`config.mk`:
```
export PLATFORM = sky130hd
export DESIGN_NAME = instr_fetch_queue_flat
export DESIGN_NICKNAME = d
export VERILOG_FILES = /design/src/rtl/vpu_pkg.sv /design/src/rtl/instr_fetch_queue_if.sv /design/src/rtl/instr_fetch_queue_sync_fifo.sv /design/src/rtl/instr_fetch_queue.sv /design/src/flat_wrapper.sv
export SDC_FILE = /design/constraint.sdc
export NUM_CORES = 1
export LEC_CHECK = 0
export ABC_AREA = 1
export ABC_CLOCK_PERIOD_IN_PS = 5100
export BUFFER_PORTS_ARGS = -buffer_cell sky130_fd_sc_hd__buf_2
export CAP_MARGIN = 0
export CORE_MARGIN = 2
export CORE_UTILIZATION = 36
export CTS_BUF_LIST = sky130_fd_sc_hd__clkbuf_4 sky130_fd_sc_hd__clkbuf_8
export DETAILED_ROUTE_END_ITERATION = 10
export MAX_ROUTING_LAYER = met4
export PLACE_DENSITY_LB_ADDON = 0.05
export SYNTH_ARGS = -nofsm -noshare
export SYNTH_HDL_FRONTEND = slang
export SYNTH_SLANG_ARGS = --single-unit
```
`constraint.sdc`:
```
create_clock -name clk -period 5.1 [get_ports clk]
set_clock_uncertainty 0.15 [all_clocks]
set_input_delay 0.255 -clock clk [delete_from_list [all_inputs] [get_ports clk]]
set_output_delay 0.255 -clock clk [all_outputs]
set_load 0.01 [all_outputs]
```
`src/rtl/vpu_pkg.sv`:
```
// rtl/vpu_pkg.sv - shared opcodes, immediate selects and fetch entry type
package vpu_pkg;
    localparam int INSTR_W = 32;

    localparam logic [6:0] OPC_LOAD   = 7'b0000011;
    localparam logic [6:0] OPC_VLOAD  = 7'b0000111;
    localparam logic [6:0] OPC_OPIMM  = 7'b0010011;
    localparam logic [6:0] OPC_STORE  = 7'b0100011;
    localparam logic [6:0] OPC_VSTORE = 7'b0100111;
    localparam logic [6:0] OPC_OP     = 7'b0110011;
    localparam logic [6:0] OPC_OPV    = 7'b1010111;

    localparam logic IMM_SEL_I = 1'b0;
    localparam logic IMM_SEL_S = 1'b1;

    typedef struct packed {
        logic [INSTR_W-1:0] pc;
        logic [INSTR_W-1:0] instr;
    } fetch_entry_t;
endpackage

```
`src/rtl/instr_fetch_queue_if.sv`:
```
// rtl/instr_fetch_queue_if.sv - memory request/response, redirect and instruction output bundle
interface instr_fetch_queue_if;
    import vpu_pkg::*;

    logic [INSTR_W-1:0] Fetch_Req_Addr;
    logic               Fetch_Req_Valid;
    logic               Fetch_Req_Ready;
    logic               Fetch_Rsp_Valid;
    logic [INSTR_W-1:0] Fetch_Rsp_Data;
    logic               Flush;
    logic [INSTR_W-1:0] Flush_PC;
    logic [INSTR_W-1:0] Instruction_Code;
    logic [INSTR_W-1:0] Instr_PC;
    logic               Imm_Sel;
    logic               Illegal;
    logic               Instr_Valid;
    logic               Instr_Ready;

    modport master (
        output Fetch_Req_Addr, Fetch_Req_Valid, Instruction_Code, Instr_PC,
               Imm_Sel, Illegal, Instr_Valid,
        input  Fetch_Req_Ready, Fetch_Rsp_Valid, Fetch_Rsp_Data, Flush, Flush_PC,
               Instr_Ready
    );

    modport slave (
        input  Fetch_Req_Addr, Fetch_Req_Valid, Instruction_Code, Instr_PC,
               Imm_Sel, Illegal, Instr_Valid,
        output Fetch_Req_Ready, Fetch_Rsp_Valid, Fetch_Rsp_Data, Flush, Flush_PC,
               Instr_Ready
    );
endinterface

```
`src/rtl/instr_fetch_queue_sync_fifo.sv`:
```
// rtl/instr_fetch_queue_sync_fifo.sv - synchronous FIFO with flush and wrap-bit pointers
module sync_fifo #(
    parameter int WIDTH = 64,
    parameter int DEPTH = 4,
    localparam int AW   = $clog2(DEPTH)
) (
    input  logic             clk,
    input  logic             rst_n,
    input  logic             push_i,
    input  logic [WIDTH-1:0] push_data_i,
    input  logic             pop_i,
    input  logic             flush_i,
    output logic [WIDTH-1:0] head_data_o,
    output logic             full_o,
    output logic             empty_o,
    output logic [AW:0]      count_o
);
    logic [WIDTH-1:0] mem_q [DEPTH];
    logic [AW:0]      wr_ptr_q, wr_ptr_d;
    logic [AW:0]      rd_ptr_q, rd_ptr_d;
    logic             do_push, do_pop;

    assign empty_o     = (wr_ptr_q == rd_ptr_q);
    assign full_o      = (wr_ptr_q[AW] != rd_ptr_q[AW]) &&
                         (wr_ptr_q[AW-1:0] == rd_ptr_q[AW-1:0]);
    assign count_o     = wr_ptr_q - rd_ptr_q;
    assign head_data_o = mem_q[rd_ptr_q[AW-1:0]];

    // Flush wins over both push and pop in the same cycle.
    assign do_push = push_i && !flush_i;
    assign do_pop  = pop_i && !empty_o && !flush_i;

    always_comb begin
        wr_ptr_d = wr_ptr_q;
        rd_ptr_d = rd_ptr_q;
        if (flush_i) begin
            wr_ptr_d = '0;
            rd_ptr_d = '0;
        end else begin
            if (do_push) wr_ptr_d = wr_ptr_q + 1'b1;
            if (do_pop)  rd_ptr_d = rd_ptr_q + 1'b1;
        end
    end

    always_ff @(posedge clk or negedge rst_n) begin
        if (!rst_n) begin
            wr_ptr_q <= '0;
            rd_ptr_q <= '0;
        end else begin
            wr_ptr_q <= wr_ptr_d;
            rd_ptr_q <= rd_ptr_d;
        end
    end

    always_ff @(posedge clk) begin
        if (do_push) mem_q[wr_ptr_q[AW-1:0]] <= push_data_i;
    end
endmodule

```
`src/rtl/instr_fetch_queue.sv`:
```
// rtl/instr_fetch_queue.sv - sequential fetch with credit-limited issue, response FIFO and pre-decode
module instr_fetch_queue
    import vpu_pkg::*;
#(
    parameter int          DEPTH    = 4,
    parameter logic [31:0] PC_RESET = 32'h0000_0000,
    parameter int          MAX_OUT  = 4
) (
    input  logic clk,
    input  logic rst_n,
    instr_fetch_queue_if.master bus
);
    localparam int          AW        = $clog2(DEPTH);
    localparam logic [AW:0] ONE       = (AW+1)'(1);
    localparam logic [AW:0] MAX_OUT_C = (AW+1)'(MAX_OUT);
    localparam logic [AW+1:0] DEPTH_C = (AW+2)'(DEPTH);

    logic [INSTR_W-1:0] pc_q, pc_d;
    logic [AW:0]        out_q, out_d;
    logic [AW:0]        drop_q, drop_d;
    logic [AW:0]        occ, tag_count;
    logic               empty, full, tag_empty, tag_full;
    logic [INSTR_W-1:0] tag_head;
    fetch_entry_t       head, push_entry;
    logic               req_valid, req_fire, rsp_push, pop, legal;
    logic [6:0]         opc;

    // Occupancy plus in-flight requests never exceeds DEPTH, so every response has a slot.
    assign req_valid = rst_n && !bus.Flush && (out_q < MAX_OUT_C) &&
                       (({1'b0, occ} + {1'b0, out_q}) < DEPTH_C);
    assign req_fire  = req_valid && bus.Fetch_Req_Ready;
    assign rsp_push  = bus.Fetch_Rsp_Valid && (drop_q == '0);
    assign pop       = !empty && bus.Instr_Ready;

    assign bus.Fetch_Req_Valid = req_valid;
    assign bus.Fetch_Req_Addr  = pc_q;

    always_comb begin
        pc_d   = pc_q;
        drop_d = drop_q;
        out_d  = out_q + (req_fire ? ONE : '0) - (bus.Fetch_Rsp_Valid ? ONE : '0);
        if (req_fire) pc_d = pc_q + 32'd4;
        if (bus.Fetch_Rsp_Valid && (drop_q != '0)) drop_d = drop_q - ONE;
        // Everything still in flight after this cycle's response is stale.
        if (bus.Flush) begin
            pc_d   = bus.Flush_PC;
            drop_d = out_d;
        end
    end

    always_ff @(posedge clk or negedge rst_n) begin
        if (!rst_n) begin
            pc_q   <= PC_RESET;
            out_q  <= '0;
            drop_q <= '0;
        end else begin
            pc_q   <= pc_d;
            out_q  <= out_d;
            drop_q <= drop_d;
        end
    end

    // Issue-time PCs; stale responses still retire their tag so the two FIFOs stay aligned.
    sync_fifo #(.WIDTH(INSTR_W), .DEPTH(DEPTH)) u_tag_fifo (
        .clk         (clk),
        .rst_n       (rst_n),
        .push_i      (req_fire),
        .push_data_i (pc_q),
        .pop_i       (bus.Fetch_Rsp_Valid),
        .flush_i     (1'b0),
        .head_data_o (tag_head),
        .full_o      (tag_full),
        .empty_o     (tag_empty),
        .count_o     (tag_count)
    );

    assign push_entry = '{pc: tag_head, instr: bus.Fetch_Rsp_Data};

    sync_fifo #(.WIDTH($bits(fetch_entry_t)), .DEPTH(DEPTH)) u_data_fifo (
        .clk         (clk),
        .rst_n       (rst_n),
        .push_i      (rsp_push),
        .push_data_i (push_entry),
        .pop_i       (pop),
        .flush_i     (bus.Flush),
        .head_data_o (head),
        .full_o      (full),
        .empty_o     (empty),
        .count_o     (occ)
    );

    assign bus.Instr_Valid      = !empty;
    assign bus.Instruction_Code = empty ? '0 : head.instr;
    assign bus.Instr_PC         = empty ? '0 : head.pc;

    always_comb begin
        opc   = bus.Instruction_Code[6:0];
        legal = 1'b0;
        case (opc)
            OPC_LOAD, OPC_VLOAD, OPC_OPIMM, OPC_STORE,
            OPC_VSTORE, OPC_OP, OPC_OPV: legal = 1'b1;
            default:                     legal = 1'b0;
        endcase
    end

    assign bus.Imm_Sel = !empty && ((opc == OPC_STORE) || (opc == OPC_VSTORE)) ? IMM_SEL_S : IMM_SEL_I;
    assign bus.Illegal = !empty && !legal;

    a_no_push_full:  assert property (@(posedge clk) disable iff (!rst_n) !(rsp_push && full));
    a_no_issue_full: assert property (@(posedge clk) disable iff (!rst_n) !(req_fire && tag_full));
    a_rsp_has_tag:   assert property (@(posedge clk) disable iff (!rst_n) !(bus.Fetch_Rsp_Valid && tag_empty));
    a_tag_tracks:    assert property (@(posedge clk) disable iff (!rst_n) tag_count == out_q);
endmodule

```
`src/flat_wrapper.sv`:
```
// flat-port wrapper written by rule: the top's interface ports become plain ports
module instr_fetch_queue_flat import vpu_pkg::*;
#(
    parameter int          DEPTH    = 4,
    parameter logic [31:0] PC_RESET = 32'h0000_0000,
    parameter int          MAX_OUT  = 4
)
  (clk, rst_n, bus_Fetch_Req_Addr, bus_Fetch_Req_Valid, bus_Instruction_Code, bus_Instr_PC, bus_Imm_Sel, bus_Illegal, bus_Instr_Valid, bus_Fetch_Req_Ready, bus_Fetch_Rsp_Valid, bus_Fetch_Rsp_Data, bus_Flush, bus_Flush_PC, bus_Instr_Ready);
  instr_fetch_queue_if bus_i ();
  input  logic clk;
  input  logic rst_n;
  output wire logic [$bits(bus_i.Fetch_Req_Addr)-1:0] bus_Fetch_Req_Addr;
  output wire logic [$bits(bus_i.Fetch_Req_Valid)-1:0] bus_Fetch_Req_Valid;
  output wire logic [$bits(bus_i.Instruction_Code)-1:0] bus_Instruction_Code;
  output wire logic [$bits(bus_i.Instr_PC)-1:0] bus_Instr_PC;
  output wire logic [$bits(bus_i.Imm_Sel)-1:0] bus_Imm_Sel;
  output wire logic [$bits(bus_i.Illegal)-1:0] bus_Illegal;
  output wire logic [$bits(bus_i.Instr_Valid)-1:0] bus_Instr_Valid;
  input wire logic [$bits(bus_i.Fetch_Req_Ready)-1:0] bus_Fetch_Req_Ready;
  input wire logic [$bits(bus_i.Fetch_Rsp_Valid)-1:0] bus_Fetch_Rsp_Valid;
  input wire logic [$bits(bus_i.Fetch_Rsp_Data)-1:0] bus_Fetch_Rsp_Data;
  input wire logic [$bits(bus_i.Flush)-1:0] bus_Flush;
  input wire logic [$bits(bus_i.Flush_PC)-1:0] bus_Flush_PC;
  input wire logic [$bits(bus_i.Instr_Ready)-1:0] bus_Instr_Ready;
  assign bus_Fetch_Req_Addr = bus_i.Fetch_Req_Addr;
  assign bus_Fetch_Req_Valid = bus_i.Fetch_Req_Valid;
  assign bus_Instruction_Code = bus_i.Instruction_Code;
  assign bus_Instr_PC = bus_i.Instr_PC;
  assign bus_Imm_Sel = bus_i.Imm_Sel;
  assign bus_Illegal = bus_i.Illegal;
  assign bus_Instr_Valid = bus_i.Instr_Valid;
  assign bus_i.Fetch_Req_Ready = bus_Fetch_Req_Ready;
  assign bus_i.Fetch_Rsp_Valid = bus_Fetch_Rsp_Valid;
  assign bus_i.Fetch_Rsp_Data = bus_Fetch_Rsp_Data;
  assign bus_i.Flush = bus_Flush;
  assign bus_i.Flush_PC = bus_Flush_PC;
  assign bus_i.Instr_Ready = bus_Instr_Ready;
  instr_fetch_queue #(.DEPTH(DEPTH), .PC_RESET(PC_RESET), .MAX_OUT(MAX_OUT)) u_core (.clk(clk), .rst_n(rst_n), .bus(bus_i));
endmodule
```
==> results of run 1 <==
what timing repair did:
action,CTS,global route
hold buffers,75,0
setup endpoints to repair,0,0
hold endpoints to repair,218,0
area by class of cell:
type	count	area [sq um]
clock buffers	115	1360
fillers	4786	28000
inverters	76	287
clock inverters	19	133
flip-flops and latches	434	12800
well taps	672	841
multi-input cells	972	4640
repair buffers	269	1780
logic make-up (layout without fill, tap and decap cells):
group                      after synthesis  in the layout
and+or+nand+nor                        615            615
adders and majority gates               21             21
DFF                                    434            434
xor gates and xnor gates                24             24
AOI/OAI and AO/OA                      312            312
buffers and inverters                  156            479
state kept, by name (all words and copies together), names as in the netlist:
name	cells
u_core.u_data_fifo.wr_ptr_q	3
u_core.out_q	3
u_core.drop_q	3
u_core.u_tag_fifo.wr_ptr_q	3
u_core.u_tag_fifo.mem_q	128
u_core.u_data_fifo.mem_q	256
u_core.u_data_fifo.rd_ptr_q	3
u_core.u_tag_fifo.rd_ptr_q	3
u_core.bus.Fetch_Req_Addr	32
cell usage after synthesis, types with 2 or more instances:
library cell,count
buf_2,28
buf_4,3
o221ai_1,3
ha_1,19
edfxtp_1,384
a31oi_1,2
nand2_1,192
nand3_2,3
fa_1,2
dfrtp_1,50
nor2_2,4
buf_1,6
a21oi_1,63
inv_2,2
nor3_1,5
xor2_1,18
o21bai_1,5
xnor2_1,6
o22ai_1,34
clkinv_1,2
clkbuf_1,40
buf_6,3
o21ai_0,196
nand4_1,5
nand3b_1,4
nand3_1,48
or2_2,2
nor2_1,346
o211ai_1,5
inv_1,72
worst max-delay path, stage by stage (launching register included):
cell and delay (ns):
dfrtp_2 0.40, inv_2 0.07, buf_4 0.66, ha_1 0.22, nand2_1 0.05, nand3b_1 0.42
inv_2 0.82, buf_4 0.41, a21oi_1 0.07, buf_2 0.16
report_power, final:
| group | internal, W | switching [W] | leakage (nW) |
|---|---|---|---|
| clock | 0.00180 | 0.00138 | 0.799 |
| combinational | 0.00108 | 0.00241 | 3.38 |
| sequential | 0.00432 | 0.000289 | 4.07 |
| total | 0.00720 | 0.00408 | 8.25 |
stage by stage:
stage	hold slack (ns)	area (sq um)	setup WS [ns]	std cells	power, W
3_5_place_dp	0.323	19600	1.16	2348	0.00820
2_1_floorplan	-0.191	18000	0.696	1562	0.00679
5_1_grt	0.175	21800	0.332	2557	0.0121
4_1_cts	0.0806	21800	0.544	2557	0.0115
6_report	0.116	21800	0.769	2557	0.0113
3_3_place_gp	0.312	19600	1.15	2348	0.00818
metal layers:
| layer | share of wire | vias up | GRT usage |
|---|---|---|---|
| li1 | - | 5978 | - |
| met1 | 0.46 | 5844 | 0.235 |
| met2 | 0.48 | 250 | 0.296 |
| met3 | 0.037 | 67 | 0.0316 |
| met4 | 0.021 | 0 | 0.0613 |
| met5 | 0 | - | - |
worst max path at each step:
stage | to | depth (start not counted) | slack [ns] | startpoint
finish | bus_Instr_PC[17] | 9 | 0.77 | u_core.u_data_fifo.rd_ptr_q[1]$_DFFE_PN0P_
global route | bus_Instr_PC[22] | 9 | 0.33 | u_core.u_data_fifo.rd_ptr_q[1]$_DFFE_PN0P_
CTS | bus_Instr_PC[14] | 9 | 0.54 | u_core.u_data_fifo.rd_ptr_q[1]$_DFFE_PN0P_
detailed placement | u_core.drop_q[2]$_DFFE_PN0P_ | 18 | 1.16 | u_core.u_data_fifo.rd_ptr_q[0]$_DFFE_PN0P_
global placement | u_core.drop_q[2]$_DFFE_PN0P_ | 18 | 1.15 | u_core.u_data_fifo.rd_ptr_q[0]$_DFFE_PN0P_
floorplan | u_core.u_data_fifo.mem_q[0][0]$_DFFE_PP_ | 8 | 0.70 | u_core.drop_q[0]$_DFFE_PN0P_
==> run summary, run 1 <==
Leak Pwr - 8.25 nW
Site Rows - 82
WP data required - 4.70 ns
Synthesized netlist cell count - 1,562
Seq/Total Area, Yosys - 0.709
Area leader, netlist - edfxtp_1
Post-layout util - 0.438
Worst-path clk slew - 0.06 ns
RSZ-0062 raised after global routing - false
Antenna violations before repair - 0
Slew @ Worst Pin - 1.12 ns
Drt first-iter violations - 704
Die ar. - 51,900 sq um
Top FF cell, synth - edfxtp_1
First-pass GRT wire length - 71,600 um
Power Density - 516 nW/um^2
Grt ovf - 0
Hold Path Origin - bus_Flush
Outcome - finished, final reports clean
First-pass iteration count of the detailed router - 7
Placer Congestion - 0.837
CP Max Fanout - 67
Antenna diodes - 0
Post-Synth Simple-Gate Area - 0.137
Vias in the first global route - 12,300
Xor/xnor share of the synthesized area - 0.0117
Ranking of synthesized cells by area - edfxtp_1, nor2_1, dfrtp_1
Synth Register Bits - 434
CP Launch Type - register
Detailed placer's ending HPWL - 27,100 um
Crit. End Element - output pin
Clock sink count - 434
DR vias - 12,100
CTS buffer count - 76
Hold Path End - u_core.bus.Fetch_Req_Addr[1]$_DFFE_PN0P_
Hold path cells - 3
Die H - 228 um
IO Pins - 170
Fin crit share - 0.849
Final ANT Viol Nets - 0
F_max - 231 MHz
Avg Inst Size Synth - 11.5 sq um
Post-CTS Setup Inserts - 0
Core area - 49,900 sq um
CTS Buffer Depth - 3
I/O Buffers - 169
Worst path arrival time - 3.93 ns
Vias per cell - 4.75
Synth Area in Compound Gates - 0.0915
WL/cell - 18.1 um
Die X - 228 um
Area Growth Syn to Fin - 21.1%
Syn nets - 1,653
Clock latency on the worst-skew pair - 0.62 ns
WS Path Type - reg -> out
Final wirelength - 46,200 um
Max_slew headroom - 0.253
YS warnings - 0
Post-Syn Area - 18,000 sq um
Share of cells above drive strength 1 - 0.182
Most common cell after layout, fill and taps aside - edfxtp_1
Max rail drop VDD - 0.276 mV
H-Tree Depth - 3
Commonest non-fill, non-tap cells in the layout - edfxtp_1, nor2_1, o21ai_0
Adder-cell share of the synthesized area - 0.0154
HP Class - in -> reg
DRC viols - 0
Post_cts resized - 0
Root Driver - clkbuf_8
Final Net Count - 1,920
Yosys top cell area share - 0.639
Slew Viols, Final - 0
Post-synthesis cell type count - 40
Reg2Reg Depth - 15
Tmin final - 4.33 ns
Setup violations, final - 0
Setup_tns - 0 ns
R2R Path End - u_core.bus.Fetch_Req_Addr[25]$_DFFE_PN0P_
Initial Util - 0.362
Post-synthesis mux area share - 0
EDFF count, synth - 384
CTS tree - done
All-layer global routing usage - 0.183
Largest family of logic cells by synthesized area - simple AND/OR/NAND/NOR gates
R2R Setup Slk - 1.08 ns
Largest net degree at the start of global routing - 94
Maxcap violations - 0
Reg2Reg Launch Point - u_core.u_data_fifo.rd_ptr_q[0]$_DFFE_PN0P_
Ys async rst share - 0.115
Final Hold Violating Endpoints - 0
(Power assumes the default switching activity.)
==> run 2, diff against run 1 <==
--- a/config.mk
+++ b/config.mk
@@ -5,8 +5,8 @@
 export SDC_FILE = /design/constraint.sdc
 export NUM_CORES = 1
 export LEC_CHECK = 0
-export ABC_AREA = 1
-export ABC_CLOCK_PERIOD_IN_PS = 5100
+export ABC_AREA = 0
+export ABC_CLOCK_PERIOD_IN_PS = 4550
 export BUFFER_PORTS_ARGS = -buffer_cell sky130_fd_sc_hd__buf_2
 export CAP_MARGIN = 0
 export CORE_MARGIN = 2
==> constraint.sdc (replaced) <==
create_clock -name clk -period 4.55 [get_ports clk]
set_clock_uncertainty 0.15 [all_clocks]
set_input_delay 0.2275 -clock clk [delete_from_list [all_inputs] [get_ports clk]]
set_output_delay 0.2275 -clock clk [all_outputs]
set_load 0.01 [all_outputs]
==> run 2 against run 1 <==
  * Critical path type unchanged
  * Die area decreased by 3.8%
  * Via count down 23%
  * Clock-buffer cell count decreased by 15
==> run summary, run 2 <==
Outcome - finished, final reports clean
Ranking of synthesized cells by area - edfxtp_1, mux4_2, dfrtp_1
DR vias - 9,309
Root Driver - clkbuf_8
Vias in the first global route - 10,100
Placer Congestion - 0.719
IO Pins - 170
Power Density - 517 nW/um^2
Drt first-iter violations - 470
Vias per cell - 4.95
Setup_tns - 0 ns
Clock sink count - 434
Post-synthesis cell type count - 51
First-pass GRT wire length - 60,900 um
Die X - 223 um
M2 GR Usage - 0.266
CP Launch Type - register
Area of the multi-input gates - 4330 sq um
WL/cell - 21.1 um
Final ANT Viol Nets - 0
I/O Buffers - 169
EDFF count, synth - 384
Leak Pwr - 7.53 nW
Seq/Total Area, Yosys - 0.737
WS Path Type - reg -> out
YS warnings - 0
Post-DP Area - 19,000 sq um
Most frequent cell after synthesis - edfxtp_1
Largest net degree at the start of global routing - 70
Worst path arrival time - 3.48 ns
F_max - 259 MHz
Commonest non-fill, non-tap cells in the layout - edfxtp_1, buf_2, mux4_2
Grt ovf - 0
Max rail drop VDD - 0.243 mV
Top FF cell, synth - edfxtp_1
Most frequent cells after synthesis - edfxtp_1, mux4_2, and2_1
Post-CTS Setup Inserts - 0
M1 GR Usage - 0.215
Slew @ Worst Pin - 0.973 ns
Final Hold Violating Endpoints - 0
Max reg flops - 256
Post_cts resized - 0
CTS Buffer Depth - 3
Max_slew headroom - 0.351
Initial Util - 0.364
Crit. End Element - output pin
CTS buffer count - 78
Core area - 47,600 sq um
Most common cell after layout, fill and taps aside - edfxtp_1
CTS tree - done
HP Class - in -> reg
Site Rows - 80
Tmin final - 3.86 ns
Ys async rst share - 0.115
Share of cells above drive strength 1 - 0.337
Fill count - 4,236
Synthesized netlist cell count - 913
Synth Register Bits - 434
H-Tree Depth - 3
Met3 GRT Util - 0.0342
Antenna violations before repair - 0
Area leader, netlist - edfxtp_1
Register area - 12,800 sq um
Die ar. - 49,900 sq um
All-layer global routing usage - 0.168
Clock latency on the worst-skew pair - 0.61 ns
Final Net Count - 1,301
WP data required - 4.17 ns
DRC viols - 0
Setup violations, final - 0
Slew Viols, Final - 0
Yosys top cell area share - 0.665
Fin crit share - 0.848
Detailed placer's ending HPWL - 23,400 um
Avg Inst Size Synth - 19.0 sq um
Post-Syn Area - 17,300 sq um
CP Max Fanout - 45
Final Cell Area - 21,200 sq um
Maxcap violations - 0
RSZ-0062 raised after global routing - false
Syn nets - 1,004
First-pass iteration count of the detailed router - 7
Final wirelength - 39,700 um
Antenna diodes - 0
Area Growth Syn to Fin - 22.4%
Top Usage Layer GRT - met2
Worst-path clk slew - 0.06 ns
Die H - 223 um
[run 2: cell count changes in the layout (fill, tap and decap cells not counted), moves of 34 or more]
cell,change
a21oi_1,-57
and2_1,+68
inv_1,-51
mux4_2,+96
nand2_1,-150
nor2_1,-317
o21ai_0,-173
o22ai_1,-34
[run 2: layout make-up]
| cell class | instances | share of cell area |
|---|---|---|
| timing repair buffer | 260 | 0.0833 |
| sequential | 434 | 0.603 |
| tap | 615 | 0.0363 |
| inverter | 20 | 0.00354 |
| clock inverter | 35 | 0.0108 |
| multi-input combinational | 416 | 0.204 |
| clock buffer | 100 | 0.0593 |
[run 2: final timing paths]
kind | from | end | slack (ns) | cells past startpoint
worst max-delay path | u_core.u_data_fifo.rd_ptr_q[0]$_DFFE_PN0P_ | bus_Imm_Sel | 0.69 | 6
worst min-delay path | bus_Fetch_Req_Ready | u_core.bus.Fetch_Req_Addr[6]$_DFFE_PN0P_ | 0.10 | 5
worst max register to register | u_core.u_data_fifo.wr_ptr_q[0]$_DFFE_PN0P_ | u_core.bus.Fetch_Req_Addr[29]$_DFFE_PN0P_ | 0.84 | 13
worst min register to register | u_core.u_tag_fifo.wr_ptr_q[2]$_DFFE_PN0P_ | u_core.u_tag_fifo.wr_ptr_q[2]$_DFFE_PN0P_ | 0.34 | 1
max in group asynchronous | rst_n | u_core.u_data_fifo.rd_ptr_q[1]$_DFFE_PN0P_ | 3.43 | 3
min in group asynchronous | rst_n | u_core.bus.Fetch_Req_Addr[4]$_DFFE_PN0P_ | 0.24 | 3
[run 2: power by group]
| group | internal [W] | switching, W |
|---|---|---|
| logic | 0.00111 | 0.00132 |
| registers | 0.00476 | 0.000249 |
| clock network | 0.00197 | 0.00155 |
| total | 0.00784 | 0.00312 |
[run 2: critical path, cell delays in order, from the launching register on]
cell     delay (ns)
dfrtp_4        0.40
buf_4          0.39
buf_4          0.84
mux4_2         0.62
nor3b_1        0.27
and3_1         0.18
buf_2          0.12
[run 2: per-layer routing]
layer  vias to the layer above  part of all wire
met3                        68             0.046
met4                         0             0.023
met5                         -                 0
met1                      4787              0.45
met2                       226              0.48
li1                       4228                 -
[run 2: logic make-up (layout without fill, tap and decap cells)]
| group | Yosys count | in the layout | share of synthesized area |
|---|---|---|---|
| muxes | 103 | 103 | 0.129 |
| AOI/OAI and AO/OA | 60 | 60 | 0.0228 |
| and+or+nand+nor | 206 | 206 | 0.0672 |
| xor gates and xnor gates | 26 | 26 | 0.0131 |
| buffers and inverters | 63 | 415 | 0.0145 |
| DFF | 434 | 434 | 0.737 |
| adders and majority gates | 21 | 21 | 0.0160 |
[run 2: repair_timing]
action                                  CTS  global route
hold endpoints to repair                223             0
hold buffers                             70             0
endpoints found under the setup margin    0             0
[run 2: metrics by stage]
| stage | utilization | setup slack (ns) | power, W | hold slack, ns | cells |
|---|---|---|---|---|---|
| 6_report | 0.445 | 0.690 | 0.0110 | 0.104 | 1880 |
| 5_1_grt | 0.445 | 0.294 | 0.0116 | 0.116 | 1880 |
| 4_1_cts | 0.445 | 0.472 | 0.0112 | 0.0359 | 1880 |
| 3_5_place_dp | 0.399 | 0.802 | 0.00757 | 0.291 | 1675 |
| 3_3_place_gp | 0.399 | 0.863 | 0.00756 | 0.288 | 1675 |
| 2_1_floorplan | - | 0.121 | 0.00660 | -0.218 | 913 |
